## src/rtl/lsu_pkg.sv

```systemverilog
// Shared definitions for the load/store unit: funct3 access encodings, FSM states
// and the byte-enable pattern helper.
package lsu_pkg;

  // funct3 access encodings; bits [1:0] give log2 of the access size in bytes.
  localparam logic [2:0] Funct3B    = 3'b000;
  localparam logic [2:0] Funct3H    = 3'b001;
  localparam logic [2:0] Funct3W    = 3'b010;
  localparam logic [2:0] Funct3D    = 3'b011;
  localparam logic [2:0] Funct3Bu   = 3'b100;
  localparam logic [2:0] Funct3Hu   = 3'b101;
  localparam logic [2:0] Funct3Wu   = 3'b110;
  localparam logic [2:0] Funct3Rsvd = 3'b111;

  typedef enum logic [1:0] {
    StIdle,
    StBus,
    StRsp
  } lsu_state_e;

  // Byte-enable pattern for an access of the given size, anchored at lane 0.
  function automatic logic [7:0] be_mask(input logic [1:0] size);
    logic [7:0] mask;
    unique case (size)
      2'b00:   mask = 8'h01;
      2'b01:   mask = 8'h03;
      2'b10:   mask = 8'h0f;
      default: mask = 8'hff;
    endcase
    return mask;
  endfunction

endpackage

```

## src/rtl/lsu_ctrl_if.sv

```systemverilog
// Core-side request/response and bus-side handshake signals of the load/store unit.
// The slave modport is the LSU itself; the master modport is its environment.
interface lsu_ctrl_if #(
  parameter int unsigned XLEN   = 32,
  parameter int unsigned ADDR_W = 32
);

  logic              req_valid;
  logic              req_ready;
  logic              req_we;
  logic [2:0]        req_type;
  logic [ADDR_W-1:0] req_addr;
  logic [XLEN-1:0]   req_wdata;

  logic              rsp_valid;
  logic [XLEN-1:0]   rsp_rdata;
  logic              rsp_err;

  logic              bus_req;
  logic              bus_we;
  logic [ADDR_W-1:0] bus_addr;
  logic [XLEN/8-1:0] bus_be;
  logic [XLEN-1:0]   bus_wdata;
  logic              bus_ack;
  logic [XLEN-1:0]   bus_rdata;

  modport slave (
    input  req_valid, req_we, req_type, req_addr, req_wdata, bus_ack, bus_rdata,
    output req_ready, rsp_valid, rsp_rdata, rsp_err,
    output bus_req, bus_we, bus_addr, bus_be, bus_wdata
  );

  modport master (
    output req_valid, req_we, req_type, req_addr, req_wdata, bus_ack, bus_rdata,
    input  req_ready, rsp_valid, rsp_rdata, rsp_err,
    input  bus_req, bus_we, bus_addr, bus_be, bus_wdata
  );

endinterface

```

## src/rtl/lsu_load_align.sv

```systemverilog
// Load data alignment: shifts the addressed lanes of a full-width bus word down to
// bit 0, truncates to the access size and sign- or zero-extends to XLEN.
module lsu_load_align #(
  parameter int unsigned XLEN = 32,
  localparam int unsigned OffW = $clog2(XLEN / 8)
) (
  input  logic [XLEN-1:0] rdata,
  input  logic [OffW-1:0] off,
  input  logic [2:0]      req_type,
  output logic [XLEN-1:0] rsp_rdata
);

  logic [XLEN-1:0] shifted;
  logic            sign_bit;
  int unsigned     nbits;

  // Lane shift, then keep nbits of data and fill the rest with the extension bit.
  always_comb begin
    shifted   = rdata >> {off, 3'b000};
    nbits     = 32'd8 << req_type[1:0];
    rsp_rdata = '0;
    unique case (req_type[1:0])
      2'b00:   sign_bit = shifted[7];
      2'b01:   sign_bit = shifted[15];
      2'b10:   sign_bit = shifted[31];
      default: sign_bit = shifted[XLEN-1];
    endcase
    // Unsigned variants (bu/hu/wu) have funct3[2] set.
    sign_bit = sign_bit & ~req_type[2];
    for (int unsigned i = 0; i < XLEN; i++) begin
      rsp_rdata[i] = (i < nbits) ? shifted[i] : sign_bit;
    end
  end

endmodule

```

## src/rtl/lsu_ctrl.sv

```systemverilog
// Load/store unit between execute and the RAM/IO bus: valid/ready request intake,
// legality checking, byte-enable and lane generation, a wait-state tolerant bus
// handshake with timeout, and a one-cycle registered response.
module lsu_ctrl
  import lsu_pkg::*;
#(
  parameter int unsigned XLEN      = 32,
  parameter int unsigned ADDR_W    = 32,
  parameter int unsigned TIMEOUT_W = 8
) (
  input logic       clk,
  input logic       rst_n,
  lsu_ctrl_if.slave lsu
);

  localparam int unsigned NB   = XLEN / 8;
  localparam int unsigned OffW = $clog2(NB);
  // Counter value on the last allowed BUS cycle; the next increment reaches all-ones.
  localparam logic [TIMEOUT_W-1:0] CntLast = {{(TIMEOUT_W - 1){1'b1}}, 1'b0};

  if (!(XLEN == 32 || XLEN == 64)) begin : g_bad_xlen
    $error("lsu_ctrl: XLEN must be 32 or 64");
  end
  if (ADDR_W < OffW + 1) begin : g_bad_addr_w
    $error("lsu_ctrl: ADDR_W too small for XLEN");
  end
  if (TIMEOUT_W < 2) begin : g_bad_timeout_w
    $error("lsu_ctrl: TIMEOUT_W must be at least 2");
  end

  lsu_state_e            state_q;
  logic [TIMEOUT_W-1:0]  cnt_q;
  logic                  we_q;
  logic [2:0]            type_q;
  logic [OffW-1:0]       off_q;

  logic                  req_ready_q;
  logic                  rsp_valid_q;
  logic                  rsp_err_q;
  logic [XLEN-1:0]       rsp_rdata_q;
  logic                  bus_req_q;
  logic                  bus_we_q;
  logic [ADDR_W-1:0]     bus_addr_q;
  logic [NB-1:0]         bus_be_q;
  logic [XLEN-1:0]       bus_wdata_q;

  logic [OffW-1:0]       req_off;
  logic [1:0]            req_size;
  logic                  req_illegal;
  logic [NB-1:0]         req_be;
  logic [XLEN-1:0]       req_bus_wdata;
  logic [ADDR_W-1:0]     req_bus_addr;
  logic [XLEN-1:0]       load_data;

  // Decode the presented request: legality plus its bus-side address, lanes and data.
  always_comb begin
    req_off     = lsu.req_addr[OffW-1:0];
    req_size    = lsu.req_type[1:0];
    req_illegal = 1'b0;
    if (lsu.req_type == Funct3Rsvd) begin
      req_illegal = 1'b1;
    end
    if (XLEN == 32 && (lsu.req_type == Funct3D || lsu.req_type == Funct3Wu)) begin
      req_illegal = 1'b1;
    end
    // Stores have no unsigned variants.
    if (lsu.req_we && lsu.req_type[2]) begin
      req_illegal = 1'b1;
    end
    unique case (req_size)
      2'b01:   if (lsu.req_addr[0]) req_illegal = 1'b1;
      2'b10:   if (lsu.req_addr[1:0] != 2'b00) req_illegal = 1'b1;
      2'b11:   if (lsu.req_addr[2:0] != 3'b000) req_illegal = 1'b1;
      default: ;
    endcase
    req_be                    = NB'(be_mask(req_size)) << req_off;
    req_bus_wdata             = lsu.req_wdata << {req_off, 3'b000};
    req_bus_addr              = lsu.req_addr;
    req_bus_addr[OffW-1:0]    = '0;
  end

  lsu_load_align #(
    .XLEN(XLEN)
  ) u_load_align (
    .rdata    (lsu.bus_rdata),
    .off      (off_q),
    .req_type (type_q),
    .rsp_rdata(load_data)
  );

  // Control FSM; every interface output is a register updated only on state entry.
  always_ff @(posedge clk or negedge rst_n) begin
    if (!rst_n) begin
      state_q     <= StIdle;
      cnt_q       <= '0;
      we_q        <= 1'b0;
      type_q      <= 3'b000;
      off_q       <= '0;
      req_ready_q <= 1'b1;
      rsp_valid_q <= 1'b0;
      rsp_err_q   <= 1'b0;
      rsp_rdata_q <= '0;
      bus_req_q   <= 1'b0;
      bus_we_q    <= 1'b0;
      bus_addr_q  <= '0;
      bus_be_q    <= '0;
      bus_wdata_q <= '0;
    end else begin
      unique case (state_q)
        StIdle: begin
          if (lsu.req_valid) begin
            req_ready_q <= 1'b0;
            we_q        <= lsu.req_we;
            type_q      <= lsu.req_type;
            off_q       <= req_off;
            if (req_illegal) begin
              state_q     <= StRsp;
              rsp_valid_q <= 1'b1;
              rsp_err_q   <= 1'b1;
              rsp_rdata_q <= '0;
            end else begin
              state_q     <= StBus;
              cnt_q       <= '0;
              bus_req_q   <= 1'b1;
              bus_we_q    <= lsu.req_we;
              bus_addr_q  <= req_bus_addr;
              bus_be_q    <= req_be;
              bus_wdata_q <= req_bus_wdata;
            end
          end
        end
        StBus: begin
          // An ack on the saturating edge still completes normally.
          if (lsu.bus_ack) begin
            state_q     <= StRsp;
            bus_req_q   <= 1'b0;
            rsp_valid_q <= 1'b1;
            rsp_err_q   <= 1'b0;
            rsp_rdata_q <= we_q ? '0 : load_data;
          end else begin
            cnt_q <= cnt_q + TIMEOUT_W'(1);
            if (cnt_q == CntLast) begin
              state_q     <= StRsp;
              bus_req_q   <= 1'b0;
              rsp_valid_q <= 1'b1;
              rsp_err_q   <= 1'b1;
              rsp_rdata_q <= '0;
            end
          end
        end
        StRsp: begin
          state_q     <= StIdle;
          rsp_valid_q <= 1'b0;
          req_ready_q <= 1'b1;
        end
        default: state_q <= StIdle;
      endcase
    end
  end

  assign lsu.req_ready = req_ready_q;
  assign lsu.rsp_valid = rsp_valid_q;
  assign lsu.rsp_err   = rsp_err_q;
  assign lsu.rsp_rdata = rsp_rdata_q;
  assign lsu.bus_req   = bus_req_q;
  assign lsu.bus_we    = bus_we_q;
  assign lsu.bus_addr  = bus_addr_q;
  assign lsu.bus_be    = bus_be_q;
  assign lsu.bus_wdata = bus_wdata_q;

endmodule

```

## src/flat_wrapper.sv

```systemverilog
// flat-port wrapper written by rule: the top's interface ports become plain ports
module lsu_ctrl_flat import lsu_pkg::*;
#(
  parameter int unsigned XLEN      = 32,
  parameter int unsigned ADDR_W    = 32,
  parameter int unsigned TIMEOUT_W = 8
)
  (clk, rst_n, lsu_req_valid, lsu_req_we, lsu_req_type, lsu_req_addr, lsu_req_wdata, lsu_bus_ack, lsu_bus_rdata, lsu_req_ready, lsu_rsp_valid, lsu_rsp_rdata, lsu_rsp_err, lsu_bus_req, lsu_bus_we, lsu_bus_addr, lsu_bus_be, lsu_bus_wdata);
  lsu_ctrl_if #(.XLEN(XLEN), .ADDR_W(ADDR_W)) lsu_i ();
  input logic clk;
  input logic rst_n;
  input wire logic [$bits(lsu_i.req_valid)-1:0] lsu_req_valid;
  input wire logic [$bits(lsu_i.req_we)-1:0] lsu_req_we;
  input wire logic [$bits(lsu_i.req_type)-1:0] lsu_req_type;
  input wire logic [$bits(lsu_i.req_addr)-1:0] lsu_req_addr;
  input wire logic [$bits(lsu_i.req_wdata)-1:0] lsu_req_wdata;
  input wire logic [$bits(lsu_i.bus_ack)-1:0] lsu_bus_ack;
  input wire logic [$bits(lsu_i.bus_rdata)-1:0] lsu_bus_rdata;
  output wire logic [$bits(lsu_i.req_ready)-1:0] lsu_req_ready;
  output wire logic [$bits(lsu_i.rsp_valid)-1:0] lsu_rsp_valid;
  output wire logic [$bits(lsu_i.rsp_rdata)-1:0] lsu_rsp_rdata;
  output wire logic [$bits(lsu_i.rsp_err)-1:0] lsu_rsp_err;
  output wire logic [$bits(lsu_i.bus_req)-1:0] lsu_bus_req;
  output wire logic [$bits(lsu_i.bus_we)-1:0] lsu_bus_we;
  output wire logic [$bits(lsu_i.bus_addr)-1:0] lsu_bus_addr;
  output wire logic [$bits(lsu_i.bus_be)-1:0] lsu_bus_be;
  output wire logic [$bits(lsu_i.bus_wdata)-1:0] lsu_bus_wdata;
  assign lsu_i.req_valid = lsu_req_valid;
  assign lsu_i.req_we = lsu_req_we;
  assign lsu_i.req_type = lsu_req_type;
  assign lsu_i.req_addr = lsu_req_addr;
  assign lsu_i.req_wdata = lsu_req_wdata;
  assign lsu_i.bus_ack = lsu_bus_ack;
  assign lsu_i.bus_rdata = lsu_bus_rdata;
  assign lsu_req_ready = lsu_i.req_ready;
  assign lsu_rsp_valid = lsu_i.rsp_valid;
  assign lsu_rsp_rdata = lsu_i.rsp_rdata;
  assign lsu_rsp_err = lsu_i.rsp_err;
  assign lsu_bus_req = lsu_i.bus_req;
  assign lsu_bus_we = lsu_i.bus_we;
  assign lsu_bus_addr = lsu_i.bus_addr;
  assign lsu_bus_be = lsu_i.bus_be;
  assign lsu_bus_wdata = lsu_i.bus_wdata;
  lsu_ctrl #(.XLEN(XLEN), .ADDR_W(ADDR_W), .TIMEOUT_W(TIMEOUT_W)) u_core (.clk(clk), .rst_n(rst_n), .lsu(lsu_i));
endmodule
```

## config.mk

```make
export PLATFORM = sky130hd
export DESIGN_NAME = lsu_ctrl_flat
export DESIGN_NICKNAME = d
export VERILOG_FILES = /design/src/rtl/lsu_pkg.sv /design/src/rtl/lsu_ctrl_if.sv /design/src/rtl/lsu_load_align.sv /design/src/rtl/lsu_ctrl.sv /design/src/flat_wrapper.sv
export SDC_FILE = /design/constraint.sdc
export NUM_CORES = 1
export LEC_CHECK = 0
export ABC_AREA = 1
export CAP_MARGIN = 20
export CORE_ASPECT_RATIO = 1.75
export CORE_UTILIZATION = 45
export DETAILED_ROUTE_END_ITERATION = 8
export HOLD_SLACK_MARGIN = 0.03
export PLACE_DENSITY = 0.88
export SLEW_MARGIN = 10
export SYNTH_ARGS = -nofsm -noshare
export SYNTH_HDL_FRONTEND = slang
export SYNTH_SLANG_ARGS = --single-unit
```

## constraint.sdc

```tcl
create_clock -name clk -period 1.75 [get_ports clk]
set_input_delay 0.35 -clock clk [delete_from_list [all_inputs] [get_ports clk]]
set_output_delay 0.35 -clock clk [all_outputs]
set_load 0.01 [all_outputs]
```

# --- Word-level counts from Yosys, hierarchy flattened ---
# Cells that the tools add are included.
word_totals:
  inputBits: 104
  register_bits: 119
  out_inout_bits: 105
  wordCells: 157
classes:
  n_lt_le_gt_ge: 32
  n_reduce_logical: 18
  n_eq_ne: 15
  n_bitwise: 3
  muxes: 70
  add_sub_neg: 1
  n_shift: 4
ops:
  columns: ["operator", "n"]
  rows:
  - ["5-bit by 32-bit less-than comparator with 1-bit output (first input constant)", 16]
  - ["4-bit by 32-bit less-than comparator with 1-bit output (first input constant)", 8]
  - ["32-bit two-way mux", 5]
  - ["3-bit by 32-bit less-than comparator with 1-bit output (first input constant)", 4]
  - ["1-bit by 32-bit less-than comparator with 1-bit output (first input constant)", 2]
  - ["2-bit by 32-bit less-than comparator with 1-bit output (first input constant)", 2]
  - ["32-bit case mux with 2 select lines", 1]
  - ["1-bit two-way mux", 48]
  - ["32-bit by 5-bit << shifter with 32-bit output", 1]
  - ["4-bit by 2-bit << shifter with 32-bit output (first input constant)", 1]
  - ["32-bit by 5-bit right shift with 32-bit output", 1]
  - ["8-bit two-way mux", 3]
  - ["8-bit case mux with 2 select lines", 1]
  - ["4-bit AND reduction", 4]
  - ["4-bit case mux with 3 select lines", 1]
  - ["8-bit by 1-bit adder with 8-bit output (second input constant)", 1]
  - ["8-bit equality test (second input constant)", 1]
  - ["2-bit two-way mux", 4]
  - ["1-bit case mux with 2 select lines", 4]
  - ["2-bit by 1-bit equality test with 1-bit output (second input constant)", 3]
  - ["2-bit equality test (second input constant)", 3]
  - ["3-bit equality test (second input constant)", 2]
  - ["2-bit logical NOT", 3]
  - ["2-bit inequality test (second input constant)", 3]
  - ["14 further kinds", 21]

# --- Longest topological paths before layout ---
# Gate-level depths: netlist (run 1).
depth:
  depth_word: 9
  ltp_mapped: 11
  mapped_depth_nobuf: 9

# --- Modules after synthesis ---
# A second synthesis (run 1) with hierarchy kept.
unflattened:
  cells_unflattened: 805
  area_unflattened_um2: 5999.5
by_module_without_submodules:
  columns: ["mod", "area_per_inst_um2", "seq_area_each_um2", "cells_per_inst", "instances"]
  rows:
  - ["lsu_ctrl", 5231.3, 2979.1, 634, 1]
  - ["lsu_load_align", 768.2, 0.0, 171, 1]

# --- Worst setup path after synthesis (run 1) ---
# No wires, ideal clock.
synth_path:
  kind: "register to register"
  from: "reg u_core.cnt_q[0]"
  to: "reg u_core.rsp_rdata_q[24] (netlist: u_core.lsu.rsp_rdata[24])"
  path_stages_with_launch: 10
  setup_ps: 118
  arrival_ps: 1353
  n_path_buf: 1
  path_slack_ps: 279
  synth_period_minus_slack_ps: 1471
  cell_sequence: "dfrtp_1 -> inv_1 -> ha_1 -> and3_1 -> nand2_2 -> a21oi_2 -> nand2_4 -> buf_6 -> nand2_1 -> nand2_1"
synth_via:
  elab_chain_cells: 3
synth_rtl:
  columns: ["element", "line_no", "rtl"]
  rows:
  - ["start: declaration", "lsu_ctrl.sv:32", "logic [TIMEOUT_W-1:0] cnt_q;"]
  - ["start signal: assignment", "lsu_ctrl.sv:141", "cnt_q <= cnt_q + TIMEOUT_W'(1);"]
  - ["8-bit equality test", "lsu_ctrl.sv:142", "if (cnt_q == CntLast) begin"]
  - ["3-bit by 2-bit inequality test with 1-bit output (no line)", null, null]
  - ["4-bit AND reduction (no line)", null, null]
  - ["end signal: assignment", "lsu_ctrl.sv:139", "rsp_rdata_q <= we_q ? '0 : load_data;"]
  - ["end: declaration", "lsu_ctrl.sv:40", "logic [XLEN-1:0] rsp_rdata_q;"]
# No other way between the ends.
# A chain may end at the register's enable or synchronous reset.

# --- Worst setup path in the final report (run 1) ---
layout_path:
  from: "reg u_core.bus_wdata_q[25] (netlist: u_core.lsu.bus_wdata[25])"
  to: "out lsu_bus_wdata[25]"
layout_rtl:
  columns: ["element", "line_no", "rtl"]
  rows:
  - ["start: declaration", "lsu_ctrl.sv:45", "logic [XLEN-1:0] bus_wdata_q;"]
  - ["start signal: assignment", "lsu_ctrl.sv:128", "bus_wdata_q <= req_bus_wdata;"]
  - ["end: declaration", "flat_wrapper.sv:27", "output wire logic [$bits(lsu_i.bus_wdata)-1:0] lsu_bus_wdata;"]
# No word-level cell between the ends.

==> results of run 1 <==
[worst reg2reg max path, stage by stage (launching register included)]
cell,delay (ps)
dfrtp_1,400
inv_1,130
ha_1,180
and3_1,160
nand2_2,80
a21oi_4,220
nand2_8,190
nand2_1,140
nand2_1,70
[layer usage]
metal,up-vias,global-route usage [%],routed length (um)
met3,87,4.930,1154
li1,2837,-,-
met5,-,0,0
met4,0,21.20,1211
met2,309,49.46,9580
met1,2777,29.64,6149
[cell usage after synthesis]
library cell,count,area (um^2)
a21boi_0,1,7.510
a21oi_1,10,50.05
a21oi_2,1,8.760
a22oi_1,2,15.01
and3_1,1,6.260
buf_2,15,75.07
buf_4,8,60.06
buf_6,6,67.56
clkbuf_1,14,52.55
conb_1,1,3.750
dfrtp_1,118,2953
dfstp_2,1,26.28
ha_1,2,25.02
inv_1,34,127.6
inv_2,3,11.26
inv_4,2,12.51
mux2i_1,7,70.07
nand2_1,324,1216
nand2_2,9,56.30
nand2_4,1,11.26
nand3_1,52,260.3
nor2_1,25,93.84
nor2_2,1,6.260
nor2_4,1,11.26
nor3_1,2,10.01
nor3_4,1,16.27
o21ai_0,84,420.4
o21ai_1,7,35.03
o21ai_2,1,8.760
o221ai_1,7,61.31
o22ai_1,4,25.02
or2_2,1,6.260
xnor2_1,2,17.52
xor2_1,2,17.52
[report_power, final]
part           switching (mW)  internal [mW]  total, mW
clock network            1.31           2.23       3.53
logic                    2.95           2.83       5.78
registers               0.657           3.78       4.44
[logic make-up (layout without fill, tap and decap cells)]
logic type / after synthesis / after routing / share of synthesized area (%)
compound gates: 117 / 117 / 10.81
xor+xnor: 4 / 4 / 0.5994
buf+inv: 82 / 315 / 6.956
other cells: 1 / 3 / 0.06415
simple gates: 418 / 418 / 28.98
flops: 119 / 119 / 50.96
fa+ha+maj: 2 / 2 / 0.4280
mux: 7 / 7 / 1.199
[repair_timing]
action	in CTS	in global routing
endpoints found under the hold margin	21	0
hold buffers	1	0
resized for setup	3	5
setup endpoints to repair	26	14
pin swaps	0	1
[metrics by stage]
step	setup WS, ps	instances	hold WS, ps	cell area (um^2)
2_1_floorplan	279.0	751	54.41	5849
3_5_place_dp	-412.3	1119	291.8	8257
3_3_place_gp	-248.7	1119	283.0	8257
6_report	37.77	1153	397.9	8907
4_1_cts	3.463	1152	390.7	8892
5_1_grt	1.555	1153	431.1	8907
[cell usage in the layout, fill, tap and decap left out, types with 2 or more instances in the layout]
cell type / synthesis / routed
inv_2: 3 / 3
nand2_1: 324 / 324
o21ai_1: 7 / 7
nor2_1: 25 / 23
o221ai_1: 7 / 7
buf_12: 0 / 9
ha_1: 2 / 2
o21ai_0: 84 / 84
nor2_2: 1 / 3
inv_6: 0 / 2
a22oi_1: 2 / 2
nor3_1: 2 / 2
inv_1: 34 / 34
nand2_2: 9 / 9
nand3_1: 52 / 52
clkdlybuf4s50_1: 0 / 200
o22ai_1: 4 / 4
conb_1: 1 / 2
buf_4: 8 / 29
dlymetal6s2s_1: 0 / 4
a21oi_1: 10 / 10
clkbuf_16: 0 / 17
xnor2_1: 2 / 2
clkbuf_8: 0 / 3
clkinv_4: 0 / 5
inv_4: 2 / 2
mux2i_1: 7 / 7
clkinvlp_4: 0 / 3
bufinv_16: 0 / 2
xor2_1: 2 / 2
dfrtp_1: 118 / 118
[flip-flops by register name (all words and copies together), names as in the netlist, 2 cells and up]
signal and count:
u_core.lsu.bus_wdata 32, u_core.lsu.rsp_rdata 32, u_core.lsu.bus_addr 30, u_core.cnt_q 8
u_core.lsu.bus_be 4, u_core.type_q 3, u_core.off_q 2, u_core.state_q 2
[worst paths after layout]
kind	to	slack, ps	depth (start not counted)
worst max-delay path	lsu_bus_wdata[25]	40	1
worst min-delay path	u_core.lsu.bus_wdata[18]	400	2
worst max register to register	u_core.lsu.rsp_rdata[3]	60	8
worst min register to register	u_core.lsu.bus_addr[7]	470	2
max in group asynchronous	u_core.lsu.bus_addr[8]	790	3
min in group clk	u_core.lsu.bus_addr[7]	470	2
[final cells by class]
| type | count | area, um^2 | share of cell area [%] |
|---|---|---|---|
| multi-input cells | 550 | 2485 | 27.90 |
| clock inverters | 12 | 143.9 | 1.615 |
| well taps | 168 | 210.2 | 2.360 |
| repair buffers | 244 | 2469 | 27.71 |
| clock buffers | 20 | 466.7 | 5.240 |
| inverters | 39 | 151.4 | 1.700 |
| flip-flops and latches | 119 | 2979 | 33.45 |
| diodes | 1 | 2.502 | 0.02809 |
==> results.py, run 1 <==
metrics = {
    "critical_path": {
        "critPathArrivalTime_ps": 1360,
        "critPathSlowestCell": "clkdlybuf4s50_1",
        "cp_top_family": "buffers and inverters",
        "timing.rr.start": "u_core.cnt_q[0]",
        "worstPathCellList": "clkdlybuf4s50_1",
        "endpoint_kind": "output pin",
        "worst_ep_required_time_ps": 1400,
        "critPathLaunch": "u_core.lsu.bus_wdata[25]",
        "cp_num_buf_inv": 1,
        "slowest_delay_ps": 560,
        "critical_path_class": "reg -> out",
        "path_max_fanout": 2,
        "worst_setup_path_start_kind": "flip-flop",
    },
    "sta": {
        "min_period_ps": 1712,
        "final-hold-violation-count": 0,
        "finalSetupViolCount": 0,
        "fin_tns_setup_ps": 0,
        "max_freq_ghz": 0.5840,
        "rsz0062_at_grt": "no",
        "final.period_utilization_pct": 97.84,
        "final_max_slew_viol_count": 0,
        "final.setup_skew_ps": 8.244,
    },
    "clock_network": {
        "numCtsBuffers": 17,
        "cts-root-buf": "clkbuf_16",
        "cts_buffer_depth": 2,
        "clkSinkCount": 119,
        "path_clk_slew_ps": 60,
        "htree_levels": 4,
        "cts_tree": "done",
        "worstSkewPairLatency_ps": 410,
        "cts_setup_buffers": 0,
    },
    "final_layout": {
        "nets": 1077,
        "fillerInstances": 982,
        "drive_above_1_share_pct": 9.553,
        "syn2layout_area_growth_pct": 52.38,
        "final_util_pct": 70.88,
    },
    "global_routing": {
        "gr-total-overflow": 0,
        "grt_pass1_wl_mm": 29.37,
        "grt_pass1_vias": 6212,
        "grtUsageTotal_pct": 28.48,
        "grt_max_degree": 38,
        "antenna_found_initial": 1,
    },
    "yosys": {
        "ys_ff_latch": 119,
        "ys_warn_count": 0,
        "synth_area_um2": 5846,
        "syn_area_per_cell_um2": 7.794,
        "syn_inst": 750,
        "yosys.cell_types.count": 34,
        "ys_seq_area_share_pct": 50.96,
    },
    "floorplan": {
        "num_io_pins": 209,
        "die-area_um2": 13470,
        "die_x_um": 88.16,
        "rows": 54,
        "die_h_um": 152.8,
        "start_util_pct": 46.52,
        "core_um2": 12570,
    },
    "placed_design": {
        "routabilityCongestion": 0.8917,
        "hpwlAfterDp_mm": 13.30,
        "numPortBuffers": 206,
    },
    "run_status": {
        "status": "finished clean",
    },
    "power": {
        "ir_drop_uv": 998.5,
        "p_total_mw": 13.76,
        "p_per_area_nw_per_um2": 1544,
        "p_leak_nw": 4.365,
    },
    "route": {
        "drt_pass1_iterations": 6,
        "ant_nets": 0,
        "wl_per_cell_um": 15.69,
        "vias": 6010,
        "drtIter0Drc": 319,
        "drc": 0,
        "via_per_inst": 5.212,
        "wirelength_mm": 18.10,
    },
    "worst_hold_path": {
        "min_path_type": "in -> async",
    },
    "run": {
        "maxCapViolations": 0,
    },
}
Note: power is estimated with default switching activity, not from simulation.
==> inputs of run 2 (changes only) <==
--- a/config.mk
+++ b/config.mk
@@ -10,7 +10,6 @@
 export CORE_ASPECT_RATIO = 1.75
 export CORE_UTILIZATION = 45
 export DETAILED_ROUTE_END_ITERATION = 8
-export HOLD_SLACK_MARGIN = 0.03
 export PLACE_DENSITY = 0.88
 export SLEW_MARGIN = 10
 export SYNTH_ARGS = -nofsm -noshare
==> results of run 2 <==
Same layout as run 1: the final DEF is identical, and so are final timing and power.
==> inputs of run 3 (changes only) <==
--- a/config.mk
+++ b/config.mk
@@ -10,6 +10,7 @@
 export CORE_ASPECT_RATIO = 1.75
 export CORE_UTILIZATION = 45
 export DETAILED_ROUTE_END_ITERATION = 8
+export MAX_ROUTING_LAYER = met4
 export PLACE_DENSITY = 0.88
 export SLEW_MARGIN = 10
 export SYNTH_ARGS = -nofsm -noshare
==> results.py, run 3 (synthesis gave the netlist of run 1 again) <==
metrics = {
    "run_status": {
        "status": "finished clean",
    },
    "floorplan": {
        "die-area_um2": 13470,
        "start_util_pct": 46.52,
        "rows": 54,
        "core_um2": 12570,
        "die_h_um": 152.8,
        "num_io_pins": 209,
        "die_x_um": 88.16,
    },
    "power": {
        "p_total_mw": 13.76,
        "switching_share_pct": 35.77,
        "p_per_area_nw_per_um2": 1545,
        "p_seq_share_pct": 32.2,
        "switching_power_mw": 4.923,
        "p_int_mw": 8.840,
        "clockPowerShare_pct": 25.6,
        "p_leak_nw": 4.365,
        "ir_drop_uv": 998.9,
        "pwr-share-comb_pct": 42.1,
    },
    "global_routing": {
        "grtUsageTotal_pct": 29.36,
        "grt_pass1_vias": 6214,
        "grt_max_degree": 38,
        "gr-total-overflow": 0,
        "grt_pass1_wl_mm": 29.41,
        "antenna_found_initial": 1,
    },
    "sta": {
        "final-hold-violation-count": 0,
        "final_max_slew_viol_count": 0,
        "max_freq_ghz": 0.5827,
        "min_period_ps": 1716,
        "finalSetupViolCount": 0,
        "final.period_utilization_pct": 98.06,
        "final.setup_skew_ps": 7.995,
        "rsz0062_at_grt": "no",
    },
    "final_layout": {
        "final_common_cell": "nand2_1",
        "final_util_pct": 70.88,
        "final_cell_mix": "nand2_1 (324), clkdlybuf4s50_1 (200), dfrtp_1 (118), o21ai_0 (84), nand3_1 (52)",
        "drive_above_1_share_pct": 9.553,
        "fin_area_um2": 8907,
        "nets": 1077,
        "syn2layout_area_growth_pct": 52.38,
    },
    "route": {
        "drc": 0,
        "wirelength_mm": 18.16,
        "ant_nets": 0,
        "drtIter0Drc": 368,
        "vias": 6020,
        "wl_per_cell_um": 15.75,
        "via_per_inst": 5.221,
        "drt_pass1_iterations": 6,
    },
    "critical_path": {
        "critical_path_class": "reg -> out",
        "worstReg2RegEnd": "u_core.lsu.rsp_rdata[3]",
        "path_max_fanout": 2,
        "endpoint": "lsu_bus_wdata[25]",
        "endpoint_kind": "output pin",
        "worst_ep_required_time_ps": 1400,
        "r2r_slack_ps": 50,
        "timing.rr.start": "u_core.cnt_q[0]",
        "cp_num_buf_inv": 1,
        "worst_setup_path_start_kind": "flip-flop",
        "critPathSlowestCell": "clkdlybuf4s50_1",
        "worstPathCellList": "clkdlybuf4s50_1",
        "critPathArrivalTime_ps": 1370,
        "critPathLaunch": "u_core.lsu.bus_wdata[25]",
        "slowest_delay_ps": 560,
        "cp_top_family": "buffers and inverters",
        "cp_num_cells": 1,
        "reg2reg_depth": 8,
    },
    "clock_network": {
        "htree_levels": 4,
        "cts_setup_buffers": 0,
        "cts_tree": "done",
        "clkSinkCount": 119,
        "path_clk_slew_ps": 60,
        "worstSkewPairLatency_ps": 410,
        "numCtsBuffers": 17,
        "cts_buffer_depth": 2,
        "cts-root-buf": "clkbuf_16",
    },
    "worst_hold_path": {
        "min_path_type": "in -> async",
    },
    "placed_design": {
        "numPortBuffers": 206,
        "dpl_cell_area_um2": 8257,
        "routabilityCongestion": 0.9068,
        "hpwlAfterDp_mm": 13.30,
    },
    "run": {
        "maxCapViolations": 0,
    },
}
==> run 3: cell counts in the layout (fill, tap and decap cells not counted) <==
Identical to the previous run, type by type.
==> run 3: worst min-delay path by stage <==
stage,startpoint,slack [ps],to,depth (start not counted)
3_3_place_gp,rst_n,280,u_core.lsu.bus_wdata[18],1
6_report,rst_n,390,u_core.lsu.bus_wdata[18],2
3_5_place_dp,rst_n,290,u_core.lsu.bus_req,1
2_1_floorplan,rst_n,50,u_core.cnt_q[0],0
5_1_grt,rst_n,430,u_core.lsu.bus_wdata[18],2
4_1_cts,rst_n,390,u_core.lsu.bus_wdata[17],2
==> run 3: layout make-up <==
class | count | area [um^2]
timing repair buffer | 244 | 2469
tap | 168 | 210.2
fill | 982 | 3660
clock buffer | 20 | 466.7
sequential | 119 | 2979
clock inverter | 12 | 143.9
inverter | 39 | 151.4
antenna | 1 | 2.502
multi-input combinational | 550 | 2485
==> run 3: layer usage <==
layer,vias to the layer above,part of all wire (%),GRT usage [%],wire (um)
met1,2807,35,30.07,6317
li1,2836,-,-,-
met5,-,0,-,0
met2,286,52,49.13,9518
met3,91,6.0,4.821,1092
met4,0,6.8,21.51,1235
==> run 3: metrics by stage <==
stage	setup slack, ps	hold slack, ps	TNS [ps]	std cells
floorplan	279.0	54.41	0	751
global placement	-248.7	283.0	-17830	1119
detailed placement	-412.3	291.8	-28500	1119
CTS	3.463	390.7	0	1152
global route	1.889	431.1	0	1153
finish	34.00	393.6	0	1153
==> run 3: timing repair <==
action	4_1_cts	5_1_grt
hold buffers	1	0
resized for setup	3	5
pin swaps	0	1
endpoints found under the hold margin	21	0
setup endpoints to repair	26	13
==> run 3: power groups by stage <==
stage | Sequential, mW | Clock (mW) | Combinational (mW)
3_5_place_dp | 4.45 | 0 | 5.74
2_1_floorplan | 4.78 | 0 | 2.35
6_report | 4.44 | 3.53 | 5.80
5_1_grt | 4.57 | 3.71 | 6.29
4_1_cts | 4.44 | 3.60 | 5.80
3_3_place_gp | 4.43 | 0 | 5.57
